==> src/rtl/load_store_unit.sv <==
// Load/store unit between the EX/MEM stage and a word-write DataMemory.
// Big-endian lane extraction on loads; sub-word stores use read-modify-write.
module load_store_unit #(
   parameter int unsigned ADDR_W = 32
) (
   input  logic              clk,
   input  logic              rst,
   input  logic              req_valid,
   output logic              req_ready,
   input  logic [3:0]        op,
   input  logic [ADDR_W-1:0] addr,
   input  logic [31:0]       wdata,
   output logic              resp_valid,
   output logic [31:0]       rdata,
   output logic              fault,
   output logic [ADDR_W-1:0] mem_addr,
   output logic [31:0]       mem_wdata,
   output logic              mem_read,
   output logic              mem_write,
   input  logic [31:0]       mem_rdata
);
   localparam int unsigned DATA_W = 32;
   localparam logic [1:0] SIZE_BYTE = 2'b00;
   localparam logic [1:0] SIZE_HALF = 2'b01;
   localparam logic [1:0] SIZE_WORD = 2'b10;
   localparam logic [1:0] SIZE_BAD  = 2'b11;

   typedef enum logic [2:0] {IDLE, RD, CAP, WR, RESP} lsuState;

   lsuState     state;
   logic [3:0]  opReg;
   logic [1:0]  offsetReg;
   logic [15:0] storeData;

   logic              reqFault;
   logic [4:0]        byteShift;
   logic [4:0]        halfShift;
   logic [7:0]        byteLane;
   logic [15:0]       halfLane;
   logic [DATA_W-1:0] loadValue;
   logic [DATA_W-1:0] mergedWord;

   assign reqFault = (op[1:0] == SIZE_BAD)
                  || ((op[1:0] == SIZE_HALF) && addr[0])
                  || ((op[1:0] == SIZE_WORD) && (addr[1:0] != 2'b00));

   // Offset k of the big-endian word sits 8*(3-k) bits above bit 0.
   assign byteShift = {~offsetReg, 3'b000};
   assign halfShift = {~offsetReg[1], 4'b0000};
   assign byteLane  = 8'(mem_rdata >> byteShift);
   assign halfLane  = 16'(mem_rdata >> halfShift);

   always_comb begin
      loadValue = mem_rdata;
      case (opReg[1:0])
         SIZE_BYTE: loadValue = opReg[2] ? DATA_W'(byteLane) : {{24{byteLane[7]}}, byteLane};
         SIZE_HALF: loadValue = opReg[2] ? DATA_W'(halfLane) : {{16{halfLane[15]}}, halfLane};
         default:   loadValue = mem_rdata;
      endcase
   end

   always_comb begin
      mergedWord = mem_rdata;
      case (opReg[1:0])
         SIZE_BYTE: mergedWord = (mem_rdata & ~(32'h0000_00FF << byteShift))
                               | (DATA_W'(storeData[7:0]) << byteShift);
         SIZE_HALF: mergedWord = (mem_rdata & ~(32'h0000_FFFF << halfShift))
                               | (DATA_W'(storeData) << halfShift);
         default:   mergedWord = mem_rdata;
      endcase
   end

   // Outputs are registered alongside the state so they track it as Moore outputs.
   always_ff @(posedge clk or posedge rst) begin
      if (rst) begin
         state      <= IDLE;
         req_ready  <= 1'b1;
         resp_valid <= 1'b0;
         fault      <= 1'b0;
         rdata      <= '0;
         mem_read   <= 1'b0;
         mem_write  <= 1'b0;
         mem_addr   <= '0;
         mem_wdata  <= '0;
         opReg      <= '0;
         offsetReg  <= '0;
         storeData  <= '0;
      end else begin
         req_ready  <= 1'b0;
         resp_valid <= 1'b0;
         fault      <= 1'b0;
         mem_read   <= 1'b0;
         mem_write  <= 1'b0;
         case (state)
            IDLE: begin
               if (req_valid) begin
                  opReg     <= op;
                  offsetReg <= addr[1:0];
                  storeData <= wdata[15:0];
                  mem_addr  <= {addr[ADDR_W-1:2], 2'b00};
                  if (reqFault) begin
                     state      <= RESP;
                     resp_valid <= 1'b1;
                     fault      <= 1'b1;
                     rdata      <= '0;
                  end else if (op[3] && (op[1:0] == SIZE_WORD)) begin
                     state     <= WR;
                     mem_write <= 1'b1;
                     mem_wdata <= wdata;
                  end else begin
                     state    <= RD;
                     mem_read <= 1'b1;
                  end
               end else begin
                  req_ready <= 1'b1;
               end
            end
            RD: state <= CAP;
            CAP: begin
               if (opReg[3]) begin
                  state     <= WR;
                  mem_write <= 1'b1;
                  mem_wdata <= mergedWord;
               end else begin
                  state      <= RESP;
                  resp_valid <= 1'b1;
                  rdata      <= loadValue;
               end
            end
            WR: begin
               state      <= RESP;
               resp_valid <= 1'b1;
            end
            RESP: begin
               state     <= IDLE;
               req_ready <= 1'b1;
               mem_addr  <= '0;
            end
            default: begin
               state     <= IDLE;
               req_ready <= 1'b1;
               mem_addr  <= '0;
            end
         endcase
      end
   end
endmodule

==> config.mk <==
export PLATFORM = sky130hd
export DESIGN_NAME = load_store_unit
export DESIGN_NICKNAME = d
export VERILOG_FILES = /design/src/rtl/load_store_unit.sv
export SDC_FILE = /design/constraint.sdc
export NUM_CORES = 1
export LEC_CHECK = 0
export CORE_ASPECT_RATIO = 1.75
export CORE_MARGIN = 2
export CORE_UTILIZATION = 45
export CTS_BUF_LIST = sky130_fd_sc_hd__clkbuf_8 sky130_fd_sc_hd__clkbuf_16
export CTS_CLUSTER_DIAMETER = 80
export DETAILED_ROUTE_END_ITERATION = 16
export PLACE_DENSITY = 0.79
export SLEW_MARGIN = 15
export SYNTH_ARGS = -nofsm -noshare
export SYNTH_HDL_FRONTEND = slang
export SYNTH_SLANG_ARGS = --single-unit
==> constraint.sdc <==
create_clock -name clk -period 8.3 [get_ports clk]
set_input_delay 1.66 -clock clk [delete_from_list [all_inputs] [get_ports clk]]
set_output_delay 1.66 -clock clk [all_outputs]
set_load 0.005 [all_outputs]
Word level (Yosys, flattened, before mapping)
Index checks and enable logic that the tools add are counted.
- register bits after elaboration: 126
- input port bits: 103
- output and inout bits: 101
- bitwise logic cells: 9
- reduce and logical (&&, ||, !) cells: 14
- eq/ne operators: 13
- shift operators: 6
- muxes and demuxes: 36
- operators with widths (kind ; count):
    $mux 32 ; 10
    $pmux 32 s2 ; 5
    $and 32x32->32 ; 2
    $not 32->32 ; 2
    $or 32x32->32 ; 2
    $shl 16x5->32 ; 1
    $shl 16x5->32 const A ; 1
    $shl 8x5->32 ; 1
    $shl 8x5->32 const A ; 1
    $shr 32x5->16 ; 1
    $shr 32x5->8 ; 1
    $mux 1 ; 13
    $ne 2x2->1 const B ; 6
    $pmux 3 s4 ; 1
    $mux 3 ; 3
    $eq 3x2->1 const B ; 2
    $reduce_and 5->1 ; 1
    $eq 2x1->1 const B ; 2
    $eq 2x2->1 const B ; 2
    $pmux 1 s2 ; 2
    $reduce_and 2->1 ; 2
    $reduce_and 4->1 ; 1
    $reduce_bool 2->1 ; 2
    $eq 3x1->1 const B ; 1
    9 further kinds ; 13

Longest topological paths before layout
Gate-level depths: netlist of the first run.
- depth in word-level cells: 8
- gate-level depth with buffers: 7

Worst setup path after synthesis of the first run
OpenSTA, ideal clock, no wires.
- path type: input -> register
- start: in addr[0]
- end: reg mem_wdata[18]
- slack: 5272 ps
- buffers on the path: 1
- data required time: 8175 ps
- stages on the path: 5
- setup time: 125 ps
- arrival: 2904 ps
- path through: nor3_1 -> o211ai_1 -> a21boi_4 -> buf_6 -> mux2_2
- longest elaborated chain between the ends: 5
- elaborated cells on any way between the ends: 7
- classes of those cells: eq/ne: 1; reduce/logical: 6
- RTL lines (item ; line ; source):
    from (decl) ; 11 ; input logic [ADDR_W-1:0] addr,
    $reduce_bool 2->1 / $logic_and 1x1->1 (equally long branches) ; 45, 44 ;
    $logic_and 1x1->1 / $logic_or 1x1->1 (equally long branches) ; 45, 44 ;
    $logic_or 1x1->1 * ; 45 ; || ((op[1:0] == SIZE_WORD) && (addr[1:0] != 2'b00));
    $ne 2x2->1 (no source line) * ; -- ;
    $reduce_and 5->1 (no source line) * ; -- ;
    to (signal assigned) ; 109 ; mem_wdata <= wdata;
    to (signal assigned) ; 123 ; mem_wdata <= mergedWord;
    to (decl) ; 17 ; output logic [31:0] mem_wdata,
Mark *: on every way between the ends. The rest lies on a longest branch, timed or not.
A chain may end at the register's enable or synchronous reset.

Worst setup path in the final report of the first run
- start: in req_valid
- end: reg mem_wdata[22]
- longest elaborated chain between the ends: 2
- RTL lines (item ; line ; source):
    from (decl) ; 8 ; input logic req_valid,
    $ne 2x2->1 (no source line) ; -- ;
    $reduce_and 5->1 (no source line) ; -- ;
No other way between the ends.

==> impl_metrics.yaml, run 1 <==
yosys:
  synthArstFlopShare_pct: 100.0
  synth_top_family_by_area: "compound AO/OA/AOI/OAI gates"
  ys_seq_area_share_pct: 50.33
  ys.flop_type: "dfrtp_1"
  synth.area.mux_share_pct: 11.54
  postSynthCellCount: 565
  synthAdderAreaFrac_pct: 0
  yosys.area_share.simple_pct: 12.29
  synth_compound_area_share_pct: 21.34
  ys_types: 49
  synth_seq_cells: 124
  yosysWarnings: 0
  synth-xor-area-share_pct: 0
  synth-edff-count: 0
  avgSynthCellArea_sq_um: 10.92
  syn_area_sq_um: 6167
timing:
  layout_min_cycle_time_ps: 3761
  setup_viol: 0
  skew_ps: 9.160
  setup_ws_ps: 4539
  fmaxAchievable_mhz: 265.9
  worst_slew_pin_slew_ps: 1094
  hold_viol_final: 0
  rsz0062_at_grt: "false"
  timing.final.crit_share_pct: 45.31
  relSlewSlack_pct: 26.90
  fin_setup_tns_ps: 0
  slew_violations: 0
final_layout:
  multi_input_comb_area_sq_um: 2810
  nNetsFinal: 841
  final_common_cell: "clkdlybuf4s50_1"
  fin_area_sq_um: 8835
  diodes: 0
  final-seq-area_sq_um: 3104
  layout-drive-gt1-share_pct: 14.78
  fillCellCount: 1033
  area_growth_pct: 43.25
  final_cell_mix: "clkdlybuf4s50_1 (201), dfrtp_1 (123), mux2_2 (56)"
place:
  dp_slack_ps: 4142
  hpwlAfterDp_um: 14250
  place_congestion: 0.9404
  io_buffers: 201
  dpl-instance-area_sq_um: 8192
die:
  core_area_sq_um: 13380
  ioPinCount: 204
  die_width_um: 92.50
  die_y_um: 158.9
  die_area_sq_um: 14690
  initial_core_util_pct: 46.08
  rows: 56
worst_setup_path:
  cp-end-kind: "flop"
  critical-path-max-stage-delay_ps: 860
  worstSetupPathType: "in2reg"
  worstSetupStartpointType: "input pin"
  setup.worst_path.start: "req_valid"
  crit_arrival_ps: 4060
  reg2reg_from: "offsetReg[1]"
  crit_fanout: 34
  path_cells: "clkdlybuf4s50_1, nor4b_4, o211ai_1, a21boi_4, mux2_2"
  cp_slowest_cell: "a21boi_4"
  crit_required_ps: 8600
clock_network:
  cts_tree: "built"
  post_cts_resized: 0
  clk_latency_ps: 420
  holdBufCountCts: 0
  htree_levels: 4
  clk_pin_slew_ps: 60
  clock-root-buffer: "clkbuf_16"
  clockBufferDepth: 2
  cts-buffers-inserted: 17
  postCtsSetupRepairBufs: 0
  cts.sinks: 124
drt:
  viasPerCell: 5.960
  firstDrtPassIters: 5
  wl_per_cell_um: 21.11
  num_vias: 5513
  drc: 0
  drtIter0Drc: 478
  antenna_left: 0
  wirelength_um: 19530
power:
  ir_worst_vdd_mv: 0.2572
  powerDensity_nw_per_um2: 376.2
  power_leakage_nw: 3.576
grt:
  grt-ovfl-total: 0
  grt_pass1_wl_um: 30750
  grt_pass1_vias: 5659
  track_usage_pct: 27.10
  grt_max_degree: 80
  antenna_found_initial: 0
min_path:
  hp-class: "reg2reg"
  hp-start: "mem_wdata[24]"
run:
  cap_violations: 0
outcome:
  outcome: "complete, no violations"
-- logic make-up (layout without fill, tap and decap cells) --
group,after synthesis,after routing
AOI/OAI and AO/OA,180,180
buffers and inverters,57,242
DFF,124,124
muxes,64,64
other,1,2
and+or+nand+nor,139,139
-- metal layers --
metal / track usage (%) / wire length, um / up-vias / share of wire [%]
met5: 0 / 0 / - / 0
met4: 15.40 / 1063 / 0 / 5.4
met3: 7.732 / 1424 / 70 / 7.3
met2: 45.02 / 10000 / 286 / 51
met1: 30.72 / 7035 / 2702 / 36
li1: - / - / 2455 / -
-- registers in the layout (all words and copies together), names as in the netlist --
name,flops
mem_wdata,32
rdata,32
mem_addr,30
storeData,16
opReg,4
state,3
offsetReg,2
fault,1
mem_read,1
mem_write,1
req_ready,1
resp_valid,1
-- worst paths after layout --
kind                                      end  slack, ps  cells after the start
worst min-delay path            mem_wdata[24]        500                      1
worst min register to register  mem_wdata[24]        500                      1
worst max-delay path            mem_wdata[22]       4540                      5
min in group asynchronous       mem_wdata[11]       1650                      2
max in group asynchronous         mem_addr[3]       5220                      3
worst max register to register  mem_wdata[15]       5570                      4
-- Yosys cell counts (16+ instances only) --
cell,number,area (sq um)
a31oi_1,27,168.9
a221o_1,16,160.2
clkbuf_1,25,93.84
dfrtp_1,123,3078
nand3_1,16,80.08
mux2_2,56,630.6
nor2_1,38,142.6
a22o_1,32,280.3
buf_2,16,80.08
nand2_1,23,86.33
and2_1,18,112.6
o21ai_0,54,270.3
-- cell type report --
class	count	share of cell area [%]
timing repair buffer	206	23.20
clock buffer	17	4.815
sequential	124	35.14
inverter	4	0.1983
clock inverter	15	2.379
tap	174	2.464
multi-input combinational	385	31.81
-- per-stage QoR --
step / util [%] / hold WS, ps / cells / power (mW)
floorplan: - / 472.1 / 566 / 1.847
global placement: 61.21 / 472.4 / 893 / 2.478
detailed placement: 61.21 / 478.4 / 893 / 2.514
CTS: 65.96 / 502.7 / 925 / 3.328
global route: 66.02 / 511.5 / 925 / 3.506
finish: 66.02 / 496.7 / 925 / 3.323
-- worst max-delay path, delay by kind of cell --
kind	cells	cell delay [ps]
and+or+nand+nor	1	270
AOI/OAI and AO/OA	2	1040
muxes	1	420
buffers and inverters	1	640
-- where the power goes --
| group | switching (mW) | internal, mW |
|---|---|---|
| Combinational | 0.602 | 0.786 |
| Clock | 0.294 | 0.507 |
| Sequential | 0.268 | 0.867 |
| Total | 1.16 | 2.16 |
(Power assumes the default switching activity.)
==> run 2, diff against run 1 <==
==> constraint.sdc (replaced) <==
create_clock -name clk -period 3.7 [get_ports clk]
set_input_delay 0.74 -clock clk [delete_from_list [all_inputs] [get_ports clk]]
set_output_delay 0.74 -clock clk [all_outputs]
set_load 0.005 [all_outputs]
==> run 2 against run 1 <==
Net effect: worst hold slack worse by 0.82 ps; clock power up 120%; flip-flop and latch count unchanged; highest routed layer unchanged; combinational power increased by 130%.
==> impl_metrics.yaml, run 2 (same netlist as run 1, synthesis figures left out) <==
outcome:
  outcome: "complete, no violations"
run:
  cap_violations: 0
final_layout:
  layout-drive-gt1-share_pct: 14.61
  fillCellCount: 1014
  utilization_pct: 66.19
  final_cell_mix: "clkdlybuf4s50_1 (201), dfrtp_1 (123), mux2_2 (56)"
  nNetsFinal: 843
  reg_top3: "mem_wdata: 32 flops, rdata: 32 flops, mem_addr: 30 flops"
  final-seq-area_sq_um: 3104
  multi_input_comb_area_sq_um: 2810
  final_common_cell: "clkdlybuf4s50_1"
  final_cells: 928
  area_growth_pct: 43.64
clock_network:
  clk_latency_ps: 410
  cts_tree: "built"
  clockBufferDepth: 2
  htree_levels: 4
  clock-root-buffer: "clkbuf_16"
  postCtsSetupRepairBufs: 0
  clk_pin_slew_ps: 50
  post_cts_resized: 0
  holdBufCountCts: 0
  cts.sinks: 124
  cts-buffers-inserted: 17
timing:
  layout_min_cycle_time_ps: 2650
  hold_viol_final: 0
  relSlewSlack_pct: 30.16
  whs_ps: 495.8
  fmaxAchievable_mhz: 377.4
  worst_slew_pin_slew_ps: 1044
  timing.final.crit_share_pct: 71.61
  setup_viol: 0
  fin_setup_tns_ps: 0
  rsz0062_at_grt: "false"
  skew_ps: 6.544
  slew_violations: 0
die:
  initial_core_util_pct: 46.08
  die_area_sq_um: 14690
  die_width_um: 92.50
  ioPinCount: 204
  die_y_um: 158.9
  rows: 56
  core_area_sq_um: 13380
place:
  place_congestion: 0.9127
  io_buffers: 201
  hpwlAfterDp_um: 14220
  place_inst: 895
worst_setup_path:
  crit_fanout: 27
  setup.worst_path.start: "opReg[1]"
  reg2reg_from: "opReg[1]"
  worstSetupPathType: "reg2reg"
  crit_required_ps: 4040
  worstSetupStartpointType: "flop"
  cp-end-kind: "flop"
  crit_arrival_ps: 2990
grt:
  grt_max_degree: 106
  grt_pass1_wl_um: 30830
  track_usage_pct: 27.28
  antenna_found_initial: 1
  grt_pass1_vias: 5649
  grt-ovfl-total: 0
power:
  power_leakage_nw: 3.587
  powerDensity_nw_per_um2: 839.1
  ir_worst_vdd_mv: 0.5351
  power_mw: 7.433
drt:
  num_vias: 5521
  firstDrtPassIters: 5
  antenna_left: 0
  viasPerCell: 5.949
  drtIter0Drc: 463
  wl_per_cell_um: 21.07
  wirelength_um: 19560
  drc: 0
min_path:
  hp-start: "rdata[1]"
  hp-class: "reg2reg"
[run 2: changes by cell type in the layout (fill, tap and decap cells not counted), sizes merged]
cell,delta
buf,+2
clkbuf,+2
clkinv,-3
clkinvlp,+3
diode,+1
inv,-2
[run 2: critical path: stages (launching register included)]
cell	delay [ps]
dfrtp_1	970
inv_1	420
nor2_1	900
a221o_1	280
[run 2: path summary, 6_finish.rpt]
kind / to / slack [ps] / cells after the start
worst max register to register: rdata[24] / 1050 / 3
worst max-delay path: rdata[24] / 1050 / 3
worst min register to register: rdata[1] / 500 / 1
worst min-delay path: rdata[1] / 500 / 1
max in group asynchronous: rdata[23] / 2100 / 3
min in group asynchronous: mem_wdata[30] / 690 / 2
[run 2: per-layer routing]
metal / track usage, % / wire length, um / up-vias
met5: 0 / 0 / -
met4: 15.94 / 923 / 0
met3: 6.689 / 1500 / 77
met2: 46.22 / 10160 / 316
met1: 30.61 / 6977 / 2666
li1: - / - / 2462
[run 2: where the power goes]
part           switching, mW  internal, mW
clock network          0.610          1.15
registers              0.596          1.95
logic                   1.35          1.77
[run 2: final cells by class]
| type | count | area share, % |
|---|---|---|
| clock buffer | 19 | 5.113 |
| multi-input combinational | 385 | 31.72 |
| timing repair buffer | 208 | 23.45 |
| sequential | 124 | 35.04 |
| antenna | 1 | 0.02825 |
| tap | 174 | 2.458 |
| inverter | 4 | 0.2119 |
| clock inverter | 13 | 1.977 |
[run 2: per-stage QoR]
stage	instance area (sq um)	setup slack, ps
floorplan	6175	1436
global placement	8220	869.9
detailed placement	8220	821.6
CTS	8848	1123
global route	8859	822.5
finish	8859	1050
==> run 3, diff against run 2 <==
--- a/config.mk
+++ b/config.mk
@@ -7,11 +7,11 @@
 export LEC_CHECK = 0
 export CORE_ASPECT_RATIO = 1.75
 export CORE_MARGIN = 2
-export CORE_UTILIZATION = 45
+export CORE_UTILIZATION = 42
 export CTS_BUF_LIST = sky130_fd_sc_hd__clkbuf_8 sky130_fd_sc_hd__clkbuf_16
 export CTS_CLUSTER_DIAMETER = 80
 export DETAILED_ROUTE_END_ITERATION = 16
-export PLACE_DENSITY = 0.79
+export PLACE_DENSITY = 0.77
 export SLEW_MARGIN = 15
 export SYNTH_ARGS = -nofsm -noshare
 export SYNTH_HDL_FRONTEND = slang
==> constraint.sdc (replaced) <==
create_clock -name clk -period 2.29 [get_ports clk]
set_input_delay 0.458 -clock clk [delete_from_list [all_inputs] [get_ports clk]]
set_output_delay 0.458 -clock clk [all_outputs]
set_load 0.005 [all_outputs]
==> run 3 against run 2 <==
Net effect: clock power up 42%; sequential share of layout area down 0.72 points; flip-flop and latch count unchanged; worst hold slack worse by 3.8 ps; utilization down 3.2 points; global-route usage down 1.4 points; wire length up 2.6%; worst setup slack worse by 780 ps; final area up 2.1%; non-clock buffer count up 27; highest routed layer unchanged.
==> impl_metrics.yaml, run 3 (same netlist as run 1, synthesis figures left out) <==
run:
  cap_violations: 0
grt:
  track_usage_pct: 25.90
  grt_pass1_vias: 5589
  grt_pass1_wl_um: 30350
  grt-ovfl-total: 0
  grt_max_degree: 83
  antenna_found_initial: 0
drt:
  drtIter0Drc: 394
  wl_per_cell_um: 20.90
  antenna_left: 0
  wirelength_um: 20070
  drc: 0
  viasPerCell: 5.777
  num_vias: 5546
  firstDrtPassIters: 5
die:
  die_y_um: 164.3
  die_area_sq_um: 15710
  initial_core_util_pct: 42.92
  core_area_sq_um: 14370
  die_width_um: 95.60
  rows: 58
  ioPinCount: 204
worst_setup_path:
  cp_slowest_cell: "dfrtp_1"
  worstSetupPathType: "reg2reg"
  cp.depth: 5
  crit_arrival_ps: 2330
  crit_required_ps: 2590
  critical-path-max-stage-delay_ps: 460
  crit_fanout: 10
  reg2reg_from: "offsetReg[1]"
  path_cells: "buf_4, mux2_2, a22oi_2, o221ai_1, a32o_1"
  reg2reg_depth: 5
  worstSetupStartpointType: "flop"
  setup.worst_path.start: "offsetReg[1]"
  cp-end-kind: "flop"
  crit_family: "compound AO/OA/AOI/OAI gates"
  cp.buffers_inverters: 1
timing:
  timing.final.crit_share_pct: 88.32
  worst_slew_pin_slew_ps: 740.9
  slew_violations: 0
  fmaxAchievable_mhz: 494.4
  hold_viol_final: 0
  whs_ps: 492.1
  rsz0062_at_grt: "false"
  setup_ws_ps: 267.5
  setup_viol: 0
  skew_ps: 9.712
  relSlewSlack_pct: 50.50
  layout_min_cycle_time_ps: 2022
final_layout:
  nNetsFinal: 870
  diodes: 0
  utilization_pct: 62.95
  area_growth_pct: 46.66
  multi_input_comb_area_sq_um: 2815
  reg_top3: "mem_wdata: 32 flops, rdata: 32 flops, mem_addr: 30 flops"
  layout-drive-gt1-share_pct: 18.08
  final-seq-area_sq_um: 3104
  final_cell_mix: "clkdlybuf4s50_1 (201), dfrtp_1 (123), mux2_2 (56)"
  fin_area_sq_um: 9045
  fillCellCount: 1175
  final_common_cell: "clkdlybuf4s50_1"
min_path:
  hp-class: "reg2reg"
  hp-start: "mem_wdata[24]"
  hold_path_depth: 1
clock_network:
  htree_levels: 4
  clk_latency_ps: 420
  clockBufferDepth: 2
  postCtsSetupRepairBufs: 0
  cts-buffers-inserted: 17
  clk_pin_slew_ps: 60
  clock-root-buffer: "clkbuf_16"
  cts.sinks: 124
  holdBufCountCts: 0
  post_cts_resized: 0
  cts_tree: "built"
power:
  powerDensity_nw_per_um2: 1316
  power_leakage_nw: 3.703
  power_mw: 11.91
  ir_worst_vdd_mv: 0.7386
place:
  dp_slack_ps: -107.0
  dpl-instance-area_sq_um: 8481
  hpwlAfterDp_um: 14990
  io_buffers: 201
  place_congestion: 0.9449
outcome:
  outcome: "complete, no violations"
==> run 3: worst reg2reg max path: cells and delay by family, from the launching register on <==
kind                   cells  cell delay (ps)
buffers and inverters      1              230
flip-flops                 1              460
AO/OA/AOI/OAI              3              830
multiplexers               1              390
==> run 3: routing by layer <==
layer | track usage, % | vias up | share of wire [%] | wire (um)
li1 | - | 2506 | - | -
met1 | 28.02 | 2718 | 36 | 7131
met2 | 45.23 | 269 | 52 | 10520
met3 | 6.651 | 53 | 7.0 | 1408
met4 | 13.90 | 0 | 5.0 | 1004
met5 | 0 | - | 0 | 0
==> run 3: path summary, 6_finish.rpt <==
path,end,slack [ps]
max in group asynchronous,opReg[2],1330
setup / recovery,rdata[12],270
hold / removal,mem_wdata[24],490
setup reg to reg,rdata[12],270
min in group asynchronous,mem_wdata[8],510
hold reg to reg,mem_wdata[24],490
==> run 3: area by class of cell <==
class	instances	share of cell area, %
sequential	124	34.32
multi-input combinational	385	31.12
timing repair buffer	235	25.76
clock buffer	18	4.855
tap	180	2.490
clock inverter	14	1.245
inverter	4	0.2075
==> run 3: stage by stage <==
step	setup TNS, ps	instances
2_1_floorplan	0	566
3_3_place_gp	-571.8	928
3_5_place_dp	-4869	928
4_1_cts	0	960
5_1_grt	0	960
6_report	0	960
==> run 3: power breakdown <==
part	switching, mW	total [mW]	internal, mW
Combinational	2.42	5.47	3.05
Sequential	0.783	3.93	3.15
Clock	1.07	2.50	1.43
